File: src/rtl/uart_link_pkg.sv
// Shared opcode, sync-payload and state types for the game-link UART frame decoder.
package uart_link_pkg;

  typedef enum logic [2:0] {
    OP_SYNC    = 3'b000,
    OP_KEEP_LO = 3'b001,
    OP_KEEP_HI = 3'b010,
    OP_X_LO    = 3'b011,
    OP_X_HI    = 3'b100,
    OP_Y_LO    = 3'b101,
    OP_Y_HI    = 3'b110,
    OP_SCORE   = 3'b111
  } opcode_e;

  localparam logic [4:0] SYNC_SHOOT_START = 5'b11001;
  localparam logic [4:0] SYNC_START       = 5'b01001;
  localparam logic [4:0] SYNC_IDLE        = 5'b00001;
  localparam logic [4:0] SYNC_BACK        = 5'b00101;

  typedef enum logic {
    ST_IDLE = 1'b0,
    ST_ACK  = 1'b1
  } state_e;

  // Position inside the x_lo -> x_hi -> y_lo -> y_hi shot sequence.
  typedef enum logic [1:0] {
    SEQ_NONE = 2'd0,
    SEQ_X_LO = 2'd1,
    SEQ_X_HI = 2'd2,
    SEQ_Y_LO = 2'd3
  } shot_seq_e;

  function automatic logic is_valid_sync(input logic [4:0] p);
    return (p == SYNC_SHOOT_START) || (p == SYNC_START) ||
           (p == SYNC_IDLE) || (p == SYNC_BACK);
  endfunction

endpackage

File: src/rtl/uart_link_watchdog.sv
// Link watchdog: saturating cycle counter cleared by a valid sync; flags expiry
// for one cycle when the limit is reached while the link is up. TIMEOUT_CYCLES=0 disables it.
module uart_link_watchdog #(
  parameter int unsigned TIMEOUT_CYCLES = 6_500_000
) (
  input  logic clk,
  input  logic rst_n,
  input  logic sync_clr,
  input  logic armed,
  output logic expire
);

  generate
    if (TIMEOUT_CYCLES == 0) begin : g_off
      assign expire = 1'b0;
    end else begin : g_on
      localparam int unsigned CW = (TIMEOUT_CYCLES > 1) ? $clog2(TIMEOUT_CYCLES + 1) : 1;
      localparam logic [CW-1:0] LIMIT = CW'(TIMEOUT_CYCLES);
      localparam logic [CW-1:0] LAST  = CW'(TIMEOUT_CYCLES - 1);

      logic [CW-1:0] cnt_q, cnt_d;

      always_comb begin
        cnt_d = cnt_q;
        if (sync_clr) begin
          cnt_d = '0;
        end else if (cnt_q != LIMIT) begin
          cnt_d = cnt_q + CW'(1);
        end
      end

      always_ff @(posedge clk or negedge rst_n) begin
        if (!rst_n) begin
          cnt_q <= '0;
        end else begin
          cnt_q <= cnt_d;
        end
      end

      // A sync arriving on the expiry cycle wins, so the link is never dropped then.
      assign expire = (cnt_q == LAST) && armed && !sync_clr;
    end
  endgenerate

endmodule

File: src/rtl/uart_frame_decoder.sv
// Pops bytes from the UART RX FIFO and decodes sync/keeper/shot/score fragments.
// Optional counters frag_err_cnt / bytes_cnt exist only with UART_FRAME_DECODER_STATS_EN.
//   state   | meaning
//   ST_IDLE | waiting for a byte at the FIFO head; decodes and pops it
//   ST_ACK  | rd_uart high for the pop; head is ignored
module uart_frame_decoder
  import uart_link_pkg::*;
#(
  parameter int unsigned FIELD_BITS     = 10,
  parameter int unsigned TIMEOUT_CYCLES = 6_500_000
) (
  input  logic                  clk,
  input  logic                  rst_n,
  input  logic [7:0]            read_data,
  input  logic                  rx_empty,
  output logic                  rd_uart,
  output logic                  connect_ok,
  output logic                  enemy_shooter,
  output logic                  game_starts,
  output logic                  back_to_start,
  output logic [FIELD_BITS-1:0] keeper_pos,
  output logic                  keeper_vld,
  output logic [FIELD_BITS-1:0] x_shooter,
  output logic [FIELD_BITS-1:0] y_shooter,
  output logic                  shot_vld,
  output logic [2:0]            opponent_score,
  output logic                  enemy_is_scored,
  output logic                  enemy_input,
  output logic                  score_vld,
  output logic                  link_lost
`ifdef UART_FRAME_DECODER_STATS_EN
  ,
  output logic [7:0]            frag_err_cnt,
  output logic [15:0]           bytes_cnt
`endif
);

  state_e    state_q, state_d;
  shot_seq_e shot_seq_q, shot_seq_d;

  logic rd_q, rd_d;
  logic conn_q, conn_d, shooter_q, shooter_d, starts_q, starts_d, back_q, back_d;
  logic [4:0] keep_lo_q, keep_lo_d;
  logic keep_pend_q, keep_pend_d;
  logic [FIELD_BITS-1:0] keeper_pos_q, keeper_pos_d;
  logic keeper_vld_q, keeper_vld_d;
  logic [4:0] x_lo_q, x_lo_d, x_hi_q, x_hi_d, y_lo_q, y_lo_d;
  logic [FIELD_BITS-1:0] x_q, x_d, y_q, y_d;
  logic shot_vld_q, shot_vld_d;
  logic [2:0] score_q, score_d;
  logic scored_q, scored_d, input_q, input_d, score_vld_q, score_vld_d;
  logic link_lost_q, link_lost_d;

  opcode_e    op;
  logic [4:0] pay;
  logic [9:0] keep_full, x_full, y_full;
  logic       consume, sync_ok, expire, frag_err;

  assign op        = opcode_e'(read_data[2:0]);
  assign pay       = read_data[7:3];
  assign keep_full = {pay, keep_lo_q};
  assign x_full    = {x_hi_q, x_lo_q};
  assign y_full    = {pay, y_lo_q};
  assign consume   = (state_q == ST_IDLE) && !rx_empty;
  assign sync_ok   = consume && (op == OP_SYNC) && is_valid_sync(pay);

  uart_link_watchdog #(
    .TIMEOUT_CYCLES(TIMEOUT_CYCLES)
  ) u_watchdog (
    .clk     (clk),
    .rst_n   (rst_n),
    .sync_clr(sync_ok),
    .armed   (conn_q),
    .expire  (expire)
  );

  always_comb begin
    state_d      = state_q;
    shot_seq_d   = shot_seq_q;
    rd_d         = 1'b0;
    conn_d       = conn_q;
    shooter_d    = shooter_q;
    starts_d     = starts_q;
    back_d       = back_q;
    keep_lo_d    = keep_lo_q;
    keep_pend_d  = keep_pend_q;
    keeper_pos_d = keeper_pos_q;
    keeper_vld_d = 1'b0;
    x_lo_d       = x_lo_q;
    x_hi_d       = x_hi_q;
    y_lo_d       = y_lo_q;
    x_d          = x_q;
    y_d          = y_q;
    shot_vld_d   = 1'b0;
    score_d      = score_q;
    scored_d     = scored_q;
    input_d      = input_q;
    score_vld_d  = 1'b0;
    link_lost_d  = 1'b0;
    frag_err     = 1'b0;

    case (state_q)
      ST_IDLE: begin
        if (consume) begin
          rd_d    = 1'b1;
          state_d = ST_ACK;
          case (op)
            OP_SYNC: begin
              if (sync_ok) begin
                conn_d    = 1'b1;
                shooter_d = pay[4];
                starts_d  = pay[3];
                back_d    = pay[2];
              end else begin
                conn_d    = 1'b0;
                shooter_d = 1'b0;
                starts_d  = 1'b0;
                back_d    = 1'b0;
                frag_err  = 1'b1;
              end
            end
            OP_KEEP_LO: begin
              keep_lo_d   = pay;
              keep_pend_d = 1'b1;
            end
            OP_KEEP_HI: begin
              if (keep_pend_q) begin
                keeper_pos_d = keep_full[FIELD_BITS-1:0];
                keeper_vld_d = 1'b1;
                keep_pend_d  = 1'b0;
              end else begin
                frag_err = 1'b1;
              end
            end
            OP_X_LO: begin
              x_lo_d     = pay;
              shot_seq_d = SEQ_X_LO;
            end
            OP_X_HI: begin
              if (shot_seq_q == SEQ_X_LO) begin
                x_hi_d     = pay;
                shot_seq_d = SEQ_X_HI;
              end else begin
                shot_seq_d = SEQ_NONE;
                frag_err   = 1'b1;
              end
            end
            OP_Y_LO: begin
              if (shot_seq_q == SEQ_X_HI) begin
                y_lo_d     = pay;
                shot_seq_d = SEQ_Y_LO;
              end else begin
                shot_seq_d = SEQ_NONE;
                frag_err   = 1'b1;
              end
            end
            OP_Y_HI: begin
              if (shot_seq_q == SEQ_Y_LO) begin
                x_d        = x_full[FIELD_BITS-1:0];
                y_d        = y_full[FIELD_BITS-1:0];
                shot_vld_d = 1'b1;
              end else begin
                frag_err = 1'b1;
              end
              shot_seq_d = SEQ_NONE;
            end
            OP_SCORE: begin
              score_d     = pay[2:0];
              scored_d    = pay[3];
              input_d     = pay[4];
              score_vld_d = 1'b1;
            end
          endcase
        end
      end
      ST_ACK: state_d = ST_IDLE;
    endcase

    if (expire) begin
      conn_d      = 1'b0;
      shooter_d   = 1'b0;
      starts_d    = 1'b0;
      back_d      = 1'b0;
      link_lost_d = 1'b1;
    end
  end

  always_ff @(posedge clk or negedge rst_n) begin
    if (!rst_n) begin
      state_q      <= ST_IDLE;
      shot_seq_q   <= SEQ_NONE;
      rd_q         <= 1'b0;
      conn_q       <= 1'b0;
      shooter_q    <= 1'b0;
      starts_q     <= 1'b0;
      back_q       <= 1'b0;
      keep_lo_q    <= '0;
      keep_pend_q  <= 1'b0;
      keeper_pos_q <= '0;
      keeper_vld_q <= 1'b0;
      x_lo_q       <= '0;
      x_hi_q       <= '0;
      y_lo_q       <= '0;
      x_q          <= '0;
      y_q          <= '0;
      shot_vld_q   <= 1'b0;
      score_q      <= '0;
      scored_q     <= 1'b0;
      input_q      <= 1'b0;
      score_vld_q  <= 1'b0;
      link_lost_q  <= 1'b0;
    end else begin
      state_q      <= state_d;
      shot_seq_q   <= shot_seq_d;
      rd_q         <= rd_d;
      conn_q       <= conn_d;
      shooter_q    <= shooter_d;
      starts_q     <= starts_d;
      back_q       <= back_d;
      keep_lo_q    <= keep_lo_d;
      keep_pend_q  <= keep_pend_d;
      keeper_pos_q <= keeper_pos_d;
      keeper_vld_q <= keeper_vld_d;
      x_lo_q       <= x_lo_d;
      x_hi_q       <= x_hi_d;
      y_lo_q       <= y_lo_d;
      x_q          <= x_d;
      y_q          <= y_d;
      shot_vld_q   <= shot_vld_d;
      score_q      <= score_d;
      scored_q     <= scored_d;
      input_q      <= input_d;
      score_vld_q  <= score_vld_d;
      link_lost_q  <= link_lost_d;
    end
  end

  assign rd_uart         = rd_q;
  assign connect_ok      = conn_q;
  assign enemy_shooter   = shooter_q;
  assign game_starts     = starts_q;
  assign back_to_start   = back_q;
  assign keeper_pos      = keeper_pos_q;
  assign keeper_vld      = keeper_vld_q;
  assign x_shooter       = x_q;
  assign y_shooter       = y_q;
  assign shot_vld        = shot_vld_q;
  assign opponent_score  = score_q;
  assign enemy_is_scored = scored_q;
  assign enemy_input     = input_q;
  assign score_vld       = score_vld_q;
  assign link_lost       = link_lost_q;

`ifdef UART_FRAME_DECODER_STATS_EN
  logic [7:0]  err_cnt_q, err_cnt_d;
  logic [15:0] bytes_q, bytes_d;

  always_comb begin
    err_cnt_d = err_cnt_q;
    bytes_d   = bytes_q;
    if (frag_err && (err_cnt_q != 8'hFF)) err_cnt_d = err_cnt_q + 8'd1;
    if (consume) bytes_d = bytes_q + 16'd1;
  end

  always_ff @(posedge clk or negedge rst_n) begin
    if (!rst_n) begin
      err_cnt_q <= '0;
      bytes_q   <= '0;
    end else begin
      err_cnt_q <= err_cnt_d;
      bytes_q   <= bytes_d;
    end
  end

  assign frag_err_cnt = err_cnt_q;
  assign bytes_cnt    = bytes_q;
`else
  logic unused_frag_err;
  assign unused_frag_err = frag_err;
`endif

endmodule

File: config.mk
export PLATFORM = sky130hd
export DESIGN_NAME = uart_frame_decoder
export DESIGN_NICKNAME = d
export VERILOG_FILES = /design/src/rtl/uart_link_pkg.sv /design/src/rtl/uart_link_watchdog.sv /design/src/rtl/uart_frame_decoder.sv
export SDC_FILE = /design/constraint.sdc
export NUM_CORES = 1
export LEC_CHECK = 0
export BUFFER_PORTS_ARGS = -buffer_cell sky130_fd_sc_hd__clkbuf_2
export CAP_MARGIN = 5
export CORE_UTILIZATION = 61
export DETAILED_ROUTE_END_ITERATION = 10
export MAX_ROUTING_LAYER = met4
export PLACE_DENSITY_LB_ADDON = 0.15
export SYNTH_ARGS = -nofsm -noshare
export SYNTH_HDL_FRONTEND = slang
export SYNTH_SLANG_ARGS = --single-unit
File: constraint.sdc
create_clock -name clk -period 3.2 [get_ports clk]
set_input_delay 0.64 -clock clk [delete_from_list [all_inputs] [get_ports clk]]
set_output_delay 0.64 -clock clk [all_outputs]
set_load 0.01 [all_outputs]
## Word-level counts from Yosys, hierarchy flattened

Index checks and enable logic that the tools add are counted.

- Input port bits: 11
- ROM bits: 0
- Word-level logic and storage cells: 109
- Output and inout bits: 44
- Register bits after elaboration: 91
- Bits in latches: 0
- RAM bits: 0
- Memories kept: 0

- Reductions and logical operators: 26
- Mux-type cells: 41
- Div/mod/pow operators: 0
- Bitwise gates (word level): 1
- $lt $le $gt $ge: 0
- Multipliers: 0
- Add/sub/neg operators: 1
- Eq/ne operators: 17
- Shift operators: 0

Operator list:

| operator | count |
|---|---|
| $mux 23 | 2 |
| $mux 1 | 34 |
| $add 23x1->23 const B | 1 |
| $eq 23x23->1 const B | 1 |
| $ne 23x23->1 const B | 1 |
| $reduce_and 3->1 | 6 |
| $reduce_and 4->1 | 4 |
| $eq 3x3->1 const B | 4 |
| $pmux 2 s4 | 1 |
| $reduce_bool 2->1 | 4 |
| $eq 3x2->1 const B | 2 |
| $eq 5x1->1 const B | 1 |
| $eq 5x3->1 const B | 1 |
| $eq 5x4->1 const B | 1 |
| $eq 5x5->1 const B | 1 |
| $logic_and 1x1->1 | 5 |
| $eq 2x2->1 const B | 2 |
| $mux 2 | 2 |
| $pmux 1 s2 | 2 |
| $reduce_bool 4->1 | 1 |
| $eq 3x1->1 const B | 1 |
| $logic_not 3->1 | 1 |
| $logic_or 1x1->1 | 3 |
| $eq 2x1->1 const B | 1 |
| 3 further kinds | 4 |

## Logic depth before layout (Yosys ltp)

Gate-level depths: netlist of run 1.

- Word-level depth: 10
- Depth in mapped cells: 6
- Mapped depth without buffers: 5

## Cells and area by module

A second synthesis of run 1 with hierarchy kept.

- Cells, all modules: 301
- Area, all modules: 3,897.5 sq um

By module, submodules not included:

| module | cells an instance | seq. area each (sq um) | instances | area each (sq um) |
|---|---|---|---|---|
| uart_frame_decoder | 176 | 1,676.6 | 1 | 2,682.6 |
| uart_link_watchdog | 125 | 575.6 | 1 | 1,214.9 |

## Worst setup path before layout of run 1

No wires, ideal clock.

- Path kind: in2reg
- Start: in rx_empty
- End: reg u_watchdog.g_on.cnt_q[3]
- Path slack: 1.026 ns
- Cell stages on the path: 6
- Setup time: 0.132 ns
- Data required time: 3.068 ns
- Arrival: 2.042 ns
- Path buffers: 2
- Cells stage by stage: or3_1 -> nor3_1 -> and4b_1 -> clkbuf_1 -> buf_1 -> nor2_1

- Longest elaborated chain between the ends: 5
- Elaborated cells on any way between the ends: 6
- Classes of those cells: mux (1); reduce/logical (5)

RTL lines:

| what | RTL line | text |
|---|---|---|
| start: declaration | uart_frame_decoder.sv:15 | `input logic rx_empty,` |
| $logic_not 1->1 * | uart_frame_decoder.sv:64 | `assign consume = (state_q == ST_IDLE) && !rx_empty;` |
| $logic_and 1x1->1 * | uart_frame_decoder.sv:64 |  |
| $logic_and 1x1->1 * (2 in series) | uart_frame_decoder.sv:65 | `assign sync_ok = consume && (op == OP_SYNC) && is_valid_sync(pay);` |
| $mux 23 / $reduce_bool 2->1 (equally long branches) | n/a |  |
| end signal: assignment | uart_link_watchdog.sv:36 | `cnt_q <= cnt_d;` |
| end: declaration | uart_link_watchdog.sv:21 | `logic [CW-1:0] cnt_q, cnt_d;` |

Mark *: on every way between the ends. The rest lies on a longest branch, timed or not.
A chain may end at the register's enable or synchronous reset.

## Final worst setup path of run 1

- Start: reg u_watchdog.g_on.cnt_q[0]
- End: reg u_watchdog.g_on.cnt_q[22]

- Longest elaborated chain between the ends: 3
- Elaborated cells on any way between the ends: 5
- Classes of those cells: add/sub (1); eq/ne (1); mux (2); reduce/logical (1)

RTL lines:

| what | RTL line | text |
|---|---|---|
| $add 23x1->23 | uart_link_watchdog.sv:28 | `cnt_d = cnt_q + CW'(1);` |
| $mux 23 | uart_link_watchdog.sv:27 | `end else if (cnt_q != LIMIT) begin` |
| $mux 23 | uart_link_watchdog.sv:25 | `if (sync_clr) begin` |

Parallel ways exist; a longest one is shown, timed or not. The select of a mux whose other input is x is not followed.

==> metrics.csv, run 1 <==
metric,value,unit
R2R Path Start,u_watchdog.g_on.cnt_q[0],
Slew Limit Fails,0,
"CP delay by family, top",simple AND/OR/NAND/NOR gates,
Comb pwr share,16.0,%
antenna cells,0,
chip height,81.28,um
"most common cell after layout, fill and taps aside",dfrtp_1,
Syn Inst Count,309,
DR WL/cell,16.88,um
number of global-route vias before repair,2387,
skew final,0.01593,ns
syn_nets,322,
largest family of logic cells by synthesized area,multiplexers,
cts bufs inserted,9,
ys flop type,dfrtp_1,
Startpoint Class,flop,
CTS max path bufs,2,
Sw Share,28.62,%
Flop pwr share,54.1,%
"Cell Chain, Critical Path","ha_1, nand4_2, or4_1, or4_1, a21oi_1",
P_leak,2.075,nW
Synth Area in XOR/XNOR,2.513,%
GRT overflow,0,
layout cells sized above 1,35.79,%
Most common cell on crit path,or4_1,
Worst Hold Class,input pin to async pin,
compound-cell area share of the yosys netlist,5.809,%
mux contribution to synthesized area,16.42,%
Pre-antenna DRT Iters,4,
Rel. slew slack,27.03,%
setup bufs post-CTS,0,
row count,28,
initial antenna violation count,0,
number of port buffers,54,
internal power,0.002011,W
post_cts resized,0,
CTS sink count,90,
Crit-path slowest cell,or4_1,
Core Region,0.005991,mm2
Layout area overhead,14.23,%
"Period Utilization, post-route",71.56,%
Critical Path AT,2.57,ns
DR vias,2640,
maximum VDD drop,513.8,uV
DPL Wire Length,4915,um
drt via density,5.986,
"CTS clk-pin slew, worst paths",0.09,ns
die area,0.006606,mm2
Clk pwr share,29.9,%
Initial Util,63.99,%
Max stage delay on crit path,0.68,ns
Worst R2R Path Depth,5,
final hold viol count,0,
"antenna viol nets, final",0,
hold slack,0.4842,ns
post-synthesis adder-cell area fraction,0.6527,%
Synth Warn #,0,
post-synth cell types,38,
Buffers & Inverters on Critical Path,0,
Worst setup EP type,flop,
CP Class,flop to flop,
Post-synth ARST share,100.0,%
initial DRC count,164,
H-tree depth,3,
DRC violations left,0,
Pwr Total,0.002817,W
number of flops mapped to enable cells by yosys,0,
Syn Area/Cell,12.41,um2
Die W,81.28,um
power per cell area,643.3,mW/mm2
CTS tree,done,
routed wire length,7446,um
number of I/O pins,55,
overall routing resource usage,25.18,%
Synth Area in Simple Gates,13.84,%
root cell of the clock tree,clkbuf_8,
final setup violation count,0,
met3 GRT Util,6.292,%
GRT Max-Usage Layer,met1,
R2R Setup Slk,0.91,ns
met2 Usage GRT,34.67,%
most frequent cells in the layout,"90 x dfrtp_1, 55 x mux2_2, 53 x clkbuf_2",
"Seq/Total Area, Yosys",58.75,%
CTS Hold Bufs,0,
RSZ-0062 raised after global routing,no,
worst r2r dst,u_watchdog.g_on.cnt_q[22],
status,finished clean,
clk_lat worst skew,0.36,ns
final-stage net count,374,
CP required,3.48,ns
worst-path fanout max,7,
TNS Setup,0,ns
final worst path period need,2.290,ns
largest net degree at the start of global routing,91,
cell area after synthesis,0.003834,mm2
global-route wire length before repair,11670,um
MaxCap Viol Count,0,
M1 GR Usage,35.30,%
Slew @ Worst Pin,1.095,ns
Final GP Congestion,0.8597,
Max Fclk,0.4367,GHz
Sw Pwr,0.0008063,W
"flops & latches, synth",90,
[layer usage]
metal / up-vias / share of wire (%)
met5: - / 0
met4: 0 / 2.0
met3: 15 / 5.0
met2: 86 / 44
met1: 1315 / 49
li1: 1224 / -
[worst max-delay path by stage]
stage / start / endpoint / slack, ns / cells after the start
global placement: rx_empty / keeper_pos[8] / 0.95 / 5
finish: u_watchdog.g_on.cnt_q[0] / u_watchdog.g_on.cnt_q[22] / 0.91 / 5
CTS: u_watchdog.g_on.cnt_q[0] / u_watchdog.g_on.cnt_q[22] / 0.91 / 5
floorplan: rx_empty / u_watchdog.g_on.cnt_q[3] / 1.03 / 6
detailed placement: rx_empty / keeper_pos[8] / 0.90 / 5
global route: u_watchdog.g_on.cnt_q[1] / u_watchdog.g_on.cnt_q[22] / 0.78 / 5
[flip-flops by register name, indices dropped and copies added (netlist names), 2 cells and up]
register	count
u_watchdog.g_on.cnt_q	23
keeper_pos	10
x_shooter	10
y_shooter	10
keep_lo_q	5
x_hi_q	5
x_lo_q	5
y_lo_q	5
opponent_score	3
shot_seq_q	2
[synth_stat cells, drive strengths merged (4+ instances only)]
cell type	n	area (um2)
dfrtp	90	2252
nor2	16	60.06
nand4	7	50.05
and4	5	45.04
o21ai	11	55.05
inv	5	18.77
nand2	13	48.80
buf	4	17.52
mux2	55	619.3
nor3	9	45.04
nand3	11	55.05
xor2	5	43.79
clkbuf	11	41.29
xnor2	6	52.55
a21oi	13	65.06
a22o	4	35.03
nor4	4	25.02
or3	10	62.56
or4	5	37.54
[cells by family after synthesis]
| group | Yosys count |
|---|---|
| AO/OA/AOI/OAI | 37 |
| buffers and inverters | 20 |
| flip-flops | 90 |
| adder cells (fa/ha/maj) | 2 |
| AND/OR/NAND/NOR | 93 |
| XOR/XNOR | 11 |
| multiplexers | 56 |
[power by group through the flow]
stage | clock network (W) | registers, W | logic [W]
global placement | 0 | 0.00153 | 0.000434
global route | 0.000906 | 0.00155 | 0.000499
finish | 0.000842 | 0.00153 | 0.000450
CTS | 0.000856 | 0.00152 | 0.000456
detailed placement | 0 | 0.00154 | 0.000453
floorplan | 0 | 0.00152 | 0.000270
[through the flow]
step | cell area [um2] | cells | utilization (%) | setup slack [ns]
CTS | 4379 | 441 | 73.10 | 0.9095
finish | 4379 | 441 | 73.10 | 0.9101
global route | 4379 | 441 | 73.10 | 0.7797
detailed placement | 4161 | 425 | 69.47 | 0.9044
floorplan | 3834 | 309 | - | 1.026
global placement | 4161 | 425 | 69.47 | 0.9513
[final cells by class]
class,count,area (um2)
Sequential cell,90,2252
Fill cell,425,1612
Multi-Input combinational cell,199,1509
Timing Repair Buffer,56,287.8
Clock buffer,10,127.6
Tap cell,75,93.84
Clock inverter,6,90.09
Inverter,5,18.77
[worst register-to-register path, delay by kind of cell, from the launching register on]
family / cells / cell delay, ns
adders and majority gates: 1 / 0.26
DFF: 1 / 0.43
AOI/OAI and AO/OA: 1 / 0.15
and+or+nand+nor: 3 / 1.39
No activity file was read; power rests on OpenSTA's default activity.
==> run 2: changes to the inputs <==
Settings changed: CORE_UTILIZATION 61 to 56.
Clock period 3.2 ns to 2.3 ns, I/O delays scaled along.
==> run 2 against run 1 <==
The flow now finishes with violations (DRC). Register-to-register slack got worse by 0.75 ns. Die area rose by 8.7%. Cell count rose by 1.8%. Worst hold slack got worse by 0.36 ns. Via count fell by 0.30%. Sequential power rose by 39%. Critical endpoint unchanged. Highest routed layer unchanged.
==> metrics.csv, run 2 (same netlist as run 1, synthesis figures left out) <==
metric,value,unit,change
status,"complete, but fails checks",,
failing checks,DRC,,
final worst path period need,2.145,ns,-0.1453 ns
global-route wire length before repair,12830,um,+10%
maximum VDD drop,641.8,uV,+25%
row count,29,,+3.6%
chip height,84.74,um,+4.3%
Critical Path AT,2.43,ns,-0.14 ns
Final GP Congestion,0.8692,,+1.1%
CTS max path bufs,2,,unchanged
MaxCap Viol Count,0,,unchanged
RSZ-0062 raised after global routing,no,,
DR vias,2632,,-0.30%
Layout area overhead,15.80,%,
die area,0.007181,mm2,+8.7%
"most common cell after layout, fill and taps aside",dfrtp_1,,
number of port buffers,54,,unchanged
"antenna viol nets, final",0,,unchanged
overall routing resource usage,24.56,%,-0.62 points
Rel. slew slack,56.64,%,+30 points
DPL Wire Length,5209,um,+6.0%
number of global-route vias before repair,2556,,+7.1%
Max Fclk,0.4663,GHz,+6.8%
worst-path fanout max,5,,-2
Reg with most FFs,u_watchdog.g_on.cnt_q,,
cts bufs inserted,9,,unchanged
power per cell area,865.5,mW/mm2,+35%
"Cell Chain, Critical Path","ha_2, nand4_2, or4_1, or4_1, a21oi_1",,
Startpoint Class,flop,,
CP Class,flop to flop,,
antenna cells,0,,unchanged
Slew Limit Fails,0,,unchanged
Worst Hold Class,input pin to async pin,,
drt via density,5.862,,-2.1%
"CTS clk-pin slew, worst paths",0.08,ns,about the same
placed cell areas,0.004234,mm2,+1.7%
post_cts resized,0,,unchanged
root cell of the clock tree,clkbuf_8,,
Final WS setup,0.1554,ns,-0.7547 ns
number of I/O pins,55,,unchanged
CP required,2.58,ns,-0.90 ns
largest net degree at the start of global routing,52,,-43%
clk_lat worst skew,0.36,ns,about the same
Max stage delay on crit path,0.59,ns,-0.09 ns
GRT overflow,0,,unchanged
Initial Util,59.03,%,-5.0 points
H-tree depth,3,,unchanged
Worst setup EP type,flop,,
TNS Setup,0,ns,unchanged
initial DRC count,197,,+20%
final hold viol count,0,,unchanged
DRC violations left,4,,+4
routed wire length,7628,um,+2.4%
max FFs per register,23,,unchanged
initial antenna violation count,0,,unchanged
most frequent cells in the layout,"90 x dfrtp_1, 55 x mux2_2, 53 x clkbuf_2",,
Pre-antenna DRT Iters,7,,+3
CTS Hold Bufs,0,,unchanged
Most common cell on crit path,or4_1,,
CTS tree,done,,
setup bufs post-CTS,0,,unchanged
Core Region,0.006495,mm2,+8.4%
Die W,84.74,um,+4.3%
cell area after layout,0.004439,mm2,+1.4%
Fillers,479,,+13%
pre-CTS WS,0.1355,ns,-0.7690 ns
Slew @ Worst Pin,0.6504,ns,-0.4441 ns
skew final,0.01117,ns,-0.004758 ns
CTS sink count,90,,unchanged
"Period Utilization, post-route",93.25,%,+22 points
layout cells sized above 1,37.10,%,+1.3 points
final setup violation count,0,,unchanged
Pwr Total,0.003842,W,+36%
final-stage net count,380,,+1.6%
DR WL/cell,16.99,um,+0.62%
P_leak,2.101,nW,+1.3%
Crit-path slowest cell,or4_1,,
## run 2: cell count changes in the layout (fill, tap and decap cells not counted), sizes merged
cell    previous run  this run
buf                3         9
bufinv             2         1
inv                6         7
## run 2: stage by stage
step           std cells  hold slack [ns]  util, %
2_1_floorplan        309           0.1644        -
3_3_place_gp         433           0.4812    65.19
3_5_place_dp         433           0.4852    65.19
4_1_cts              449           0.1306    68.31
5_1_grt              449           0.1581    68.35
6_report             449           0.1260    68.35
## run 2: where the power goes
part	internal, W	total, W	switching (W)
clock	0.000518	0.00109	0.000571
sequential	0.00186	0.00212	0.000252
combinational	0.000331	0.000638	0.000307
## run 2: area by class of cell
class / instances / area [um2] / share of cell area (%)
clock buffers: 10 / 127.6 / 2.875
clock inverters: 6 / 75.07 / 1.691
inverters: 5 / 18.77 / 0.4228
multi-input cells: 199 / 1511 / 34.05
flip-flops and latches: 90 / 2252 / 50.73
well taps: 77 / 96.34 / 2.170
repair buffers: 62 / 357.8 / 8.061
## run 2: metal layers
| layer | vias up | GRT usage, % | routed length, um |
|---|---|---|---|
| met5 | - | - | 0 |
| met3 | 9 | 5.211 | 347 |
| li1 | 1239 | - | - |
| met2 | 74 | 36.07 | 3582 |
| met4 | 0 | 11.25 | 98 |
| met1 | 1310 | 33.07 | 3600 |
## run 2: final timing paths
kind / from / endpoint / slack, ns / depth (start not counted)
worst min register to register: back_to_start / back_to_start / 0.50 / 1
max in group asynchronous: rst_n / u_watchdog.g_on.cnt_q[21] / 1.56 / 2
worst max register to register: u_watchdog.g_on.cnt_q[0] / u_watchdog.g_on.cnt_q[22] / 0.16 / 5
worst min-delay path: rst_n / link_lost / 0.13 / 1
worst max-delay path: u_watchdog.g_on.cnt_q[0] / u_watchdog.g_on.cnt_q[22] / 0.16 / 5
min in group clk: rx_empty / rd_uart / 0.31 / 2
## run 2: worst max-delay path: cells and delay by family (launching register included)
kind                     cells  cell delay (ns)
AO/OA/AOI/OAI                1             0.14
AND/OR/NAND/NOR              3             1.26
flip-flops                   1             0.43
adder cells (fa/ha/maj)      1             0.25
